File: src/rtl/mem_request_fsm.sv
// Pipeline-less CPU memory sequencer: fetches an instruction, optionally performs
// one data access, advances the PC, and traps on halt or a stalled memory system.
module mem_request_fsm #(
  parameter int ADDR_W   = 32,
  parameter int DATA_W   = 32,
  parameter int MAX_WAIT = 255
) (
  input  logic              CLK,
  input  logic              RST,
  input  logic              iREN,
  input  logic              dREN,
  input  logic              dWEN,
  input  logic              halt,
  input  logic [ADDR_W-1:0] daddr,
  input  logic [DATA_W-1:0] dstore,
  input  logic              ihit,
  input  logic              dhit,
  input  logic [DATA_W-1:0] dmemload,
  output logic              imemREN,
  output logic              dmemREN,
  output logic              dmemWEN,
  output logic [ADDR_W-1:0] dmemaddr,
  output logic [DATA_W-1:0] dmemstore,
  output logic [DATA_W-1:0] dload,
  output logic              pc_en,
  output logic              halt_out,
  output logic              err,
  output logic [15:0]       wait_cnt
);

  typedef enum logic [1:0] {
    FETCH  = 2'd0,
    DATA   = 2'd1,
    HALTED = 2'd2,
    ERROR  = 2'd3
  } state_t;

  localparam logic [15:0] max_wait_c = 16'(MAX_WAIT);

  state_t      state;
  logic        in_fetch;
  logic        in_data;
  logic        wd_trip;
  logic        mem_op;
  logic [15:0] cnt_inc;

  assign in_fetch = (state == FETCH);
  assign in_data  = (state == DATA);
  assign mem_op   = dREN | dWEN;

  // The watchdog outranks a late hit, so the strobe is masked on the tripping cycle.
  assign wd_trip  = (wait_cnt >= max_wait_c);

  // Saturating increment; MAX_WAIT normally trips first, this only guards the 16-bit range.
  assign cnt_inc  = (wait_cnt == 16'hFFFF) ? wait_cnt : wait_cnt + 16'd1;

  // imemREN and pc_en are state decodes qualified by the live handshake inputs,
  // which is what gives the zero-extra-cycle PC advance on a plain ALU op.
  assign imemREN = in_fetch & iREN;
  assign pc_en   = ~RST & ~wd_trip &
                   ((in_fetch & ihit & ~halt & ~mem_op) | (in_data & dhit));

  // NOTE: every register here, including the wide data registers, uses non-blocking
  // assignment and is cleared by the asynchronous reset so dmemREN/dmemWEN drop
  // immediately when RST rises, without waiting for a clock edge.
  always_ff @(posedge CLK or posedge RST) begin
    if (RST) begin
      state     <= FETCH;
      wait_cnt  <= '0;
      dmemaddr  <= '0;
      dmemstore <= '0;
      dload     <= '0;
      dmemREN   <= 1'b0;
      dmemWEN   <= 1'b0;
      halt_out  <= 1'b0;
      err       <= 1'b0;
    end else begin
      unique case (state)
        FETCH: begin
          if (wd_trip) begin
            state    <= ERROR;
            err      <= 1'b1;
            wait_cnt <= '0;
          end else if (ihit) begin
            wait_cnt <= '0;
            if (halt) begin
              state    <= HALTED;
              halt_out <= 1'b1;
            end else if (mem_op) begin
              state     <= DATA;
              dmemaddr  <= daddr;
              dmemstore <= dstore;
              // A store wins when the decoder flags both directions.
              dmemWEN   <= dWEN;
              dmemREN   <= ~dWEN;
            end
          end else if (iREN) begin
            wait_cnt <= cnt_inc;
          end
        end

        DATA: begin
          if (wd_trip) begin
            state    <= ERROR;
            err      <= 1'b1;
            dmemREN  <= 1'b0;
            dmemWEN  <= 1'b0;
            wait_cnt <= '0;
          end else if (dhit) begin
            state    <= FETCH;
            wait_cnt <= '0;
            dmemREN  <= 1'b0;
            dmemWEN  <= 1'b0;
            if (dmemREN) dload <= dmemload;
          end else begin
            wait_cnt <= cnt_inc;
          end
        end

        HALTED: ;

        ERROR: ;

        default: begin
          state    <= ERROR;
          err      <= 1'b1;
          wait_cnt <= '0;
        end
      endcase
    end
  end

endmodule
File: config.mk
export PLATFORM = sky130hd
export DESIGN_NAME = mem_request_fsm
export DESIGN_NICKNAME = d
export VERILOG_FILES = /design/src/rtl/mem_request_fsm.sv
export SDC_FILE = /design/constraint.sdc
export NUM_CORES = 1
export LEC_CHECK = 0
export CELL_PAD_IN_SITES_DETAIL_PLACEMENT = 1
export CELL_PAD_IN_SITES_GLOBAL_PLACEMENT = 2
export CORE_MARGIN = 4
export CORE_UTILIZATION = 27
export DETAILED_ROUTE_END_ITERATION = 7
export PLACE_DENSITY_LB_ADDON = 0.1
export SLEW_MARGIN = 20
export SYNTH_ARGS = -nofsm -noshare
export SYNTH_HDL_FRONTEND = slang
export SYNTH_SLANG_ARGS = --single-unit
File: constraint.sdc
create_clock -name CLK -period 4.5 [get_ports CLK]
set_clock_uncertainty 0.2 [all_clocks]
set_input_delay 0.675 -clock CLK [delete_from_list [all_inputs] [get_ports CLK]]
set_output_delay 0.675 -clock CLK [all_outputs]
set_load 0.005 [all_outputs]
==> metrics.txt <==
crit path max fanout 6; Hold Path Depth 1; TritonCTS Buffers 17; combinational cell fraction of total power 0.052; relative slew slack 0.353; Clk pin slew, worst setup/hold paths 0.06 ns; CTS max path bufs 2; via/cell ratio between 4 and 5; r2r setup slk approximately 1.3 ns; required time of the worst setup path 3.62 ns; Switch Pwr roughly 550 uW; Final Max Tran Viols 0; GP Congestion around 0.73; sequential share of power 0.403; Post-Syn Nets 431; # Post-CTS Setup Buffers 0; num rows approximately 50; CTS tree done; Hold EP err; Area contributors post-synth dfrtp_1 (58%), mux2_4 (20%), mux2_1 (4.9%); synthesis-to-layout area growth 60.1%; Switching Share 0.207; Min Clock Period, post-route between 3 and 4 ns; Congestion Overflow GR 0; M1 WL approximately 6600 microns; routed wire length approximately 15000 microns; Layout Nets about 660; Max Cap Violations 0; PortBufs 221; DIE WIDTH 145 microns; area share of the largest cell type after synthesis 0.582; largest net degree at the start of global routing 71; status completed; clk_lat worst skew slightly above 0.4 ns; Max IR drop VDD roughly 0.23 mV; met2 WL around 7400 microns; total number of vias ~3600; Pleak between 3 and 4 nW; setup_tns 0 ns; Multi-input gate area 1970 sq um; sequential cell area 2950 sq um; Primary FF master, synth dfrtp_1; gr usage total 0.148; CP startpoint kind input pin; Routed WL per cell about 19 microns; EDFF count, synth 0; depth of the most critical reg-to-reg path 6; fill cell count roughly 1800; core area roughly 18000 sq um; Post-CTS Hold Buffers 0; drt pass-1 iters 4; final setup vio count 0; asr flop ratio synth 1.00; Slew @ Worst Pin approximately 0.97 ns; crit path DAT roughly 2.7 ns; vias in the first global route 3998; cell accounting for the most synthesized area dfrtp_1; Die ar. around 21000 sq um; Avg Cell Area, Syn between 15 and 20 sq um; # IOs 222; R2R Path Start wait_cnt[9]; Pwr Total 2.66 mW; DP Wirelength around 11000 microns; antenna violations before repair 1; first-pass GRT wire length about 24000 microns; CTS H-tree depth 4; Power Density around 330 nW/um^2; RSZ-0062 raised after global routing false; clk sinks 118; Fin. Hold Viols 0; Hold Path Class reg2reg; Root Driver clkbuf_16; Max Used Layer met4; WL met3 between 1000 and 1500 microns; fin crit share 0.793; Setup CP Type in2out; Clk pwr share 0.546; Final ANT Viol Nets 0; drc violations 0; synthesis warning total 0; synthesized instance count ~330; Die Ht between 100 and 150 microns; Synth Register Bits ~120; reg2reg end dmemstore[28]; layout cell share with drive strength beyond 1 0.211; count of different cell masters after synthesis 43; Seq/Total Area, Yosys 0.582; Synth Cell Area about 5100 sq um; internal power 2.11 mW; Min-Delay Startpoint err; DR iter-0 viols 124; FMAX roughly 280 MHz; initial core utilization 0.279; most common cell in the netlist dfrtp_1; CP Capture Type output pin; synth cell count leaders dfrtp_1 (118), mux2_4 (68), mux2_1 (22); PostCTS Resize Cnt 0
[kinds of logic after synthesis]
logic type	after synthesis	synth area share
AOI/OAI and AO/OA	31	0.0473
adders and majority gates	1	0.00246
buffers and inverters	20	0.0298
DFF	118	0.582
muxes	100	0.271
and+or+nand+nor	56	0.0678
[flip-flops by register name, summed over array words and instances, names as in the netlist]
register	count
dmemaddr	32
wait_cnt	16
dload	32
halt_out	1
state	2
dmemWEN	1
err	1
dmemstore	32
dmemREN	1
[worst max-delay path: stages]
cell,delay (ns)
clkdlybuf4s50_1,0.55
nor2b_1,0.47
nor4b_1,0.29
o211a_1,0.17
clkdlybuf4s50_1,0.53
[per-layer routing]
| metal | track usage | up-vias |
|---|---|---|
| li1 | - | 1638 |
| met4 | 0.0518 | 0 |
| met3 | 0.0661 | 8 |
| met1 | 0.179 | 1815 |
| met5 | 0 | - |
| met2 | 0.236 | 144 |
[area by class of cell]
| class | instances | share of cell area |
|---|---|---|
| diodes | 1 | 0.000308 |
| flip-flops and latches | 118 | 0.363 |
| well taps | 229 | 0.0352 |
| clock buffers | 19 | 0.0557 |
| inverters | 5 | 0.00262 |
| clock inverters | 13 | 0.0219 |
| repair buffers | 226 | 0.278 |
| multi-input cells | 188 | 0.243 |
[metrics by stage]
stage | setup slack (ns) | cells | instance area [sq um] | hold WS (ns) | utilization
detailed placement | 0.925 | 766 | 7500 | 0.270 | 0.412
CTS | 0.900 | 798 | 8130 | 0.288 | 0.446
global route | 0.782 | 799 | 8130 | 0.299 | 0.447
finish | 0.933 | 799 | 8130 | 0.281 | 0.447
global placement | 0.921 | 766 | 7500 | 0.267 | 0.412
floorplan | 0.103 | 326 | 5080 | 0.266 | -
[layout by cell type (no fill, tap or decap), types with 5 or more instances in the layout]
master,netlist,routed
a21boi_1,5,5
clkbuf_16,0,17
clkdlybuf4s50_1,0,221
clkinv_2,0,5
dfrtp_1,118,118
mux2_1,22,22
mux2_2,6,6
mux2_4,68,68
nand2_1,11,11
nand3_1,6,6
nor3_1,6,6
o21a_1,7,7
[how the worst max path moves through the flow]
stage	start	end	slack, ns	cells past startpoint
final	ihit	pc_en	0.93	5
after global routing	ihit	pc_en	0.78	5
after CTS	ihit	pc_en	0.90	5
after detailed placement	ihit	pc_en	0.92	5
after global placement	ihit	pc_en	0.92	5
after floorplan	RST	pc_en	0.10	2
[power groups by stage]
stage / logic [mW] / clock network, mW / registers [mW]
3_5_place_dp: 0.140 / 0 / 1.09
3_3_place_gp: 0.138 / 0 / 1.09
4_1_cts: 0.141 / 1.50 / 1.07
6_report: 0.138 / 1.45 / 1.07
2_1_floorplan: 0.0302 / 0 / 1.09
5_1_grt: 0.151 / 1.55 / 1.07
No activity file was read; power rests on OpenSTA's default activity.
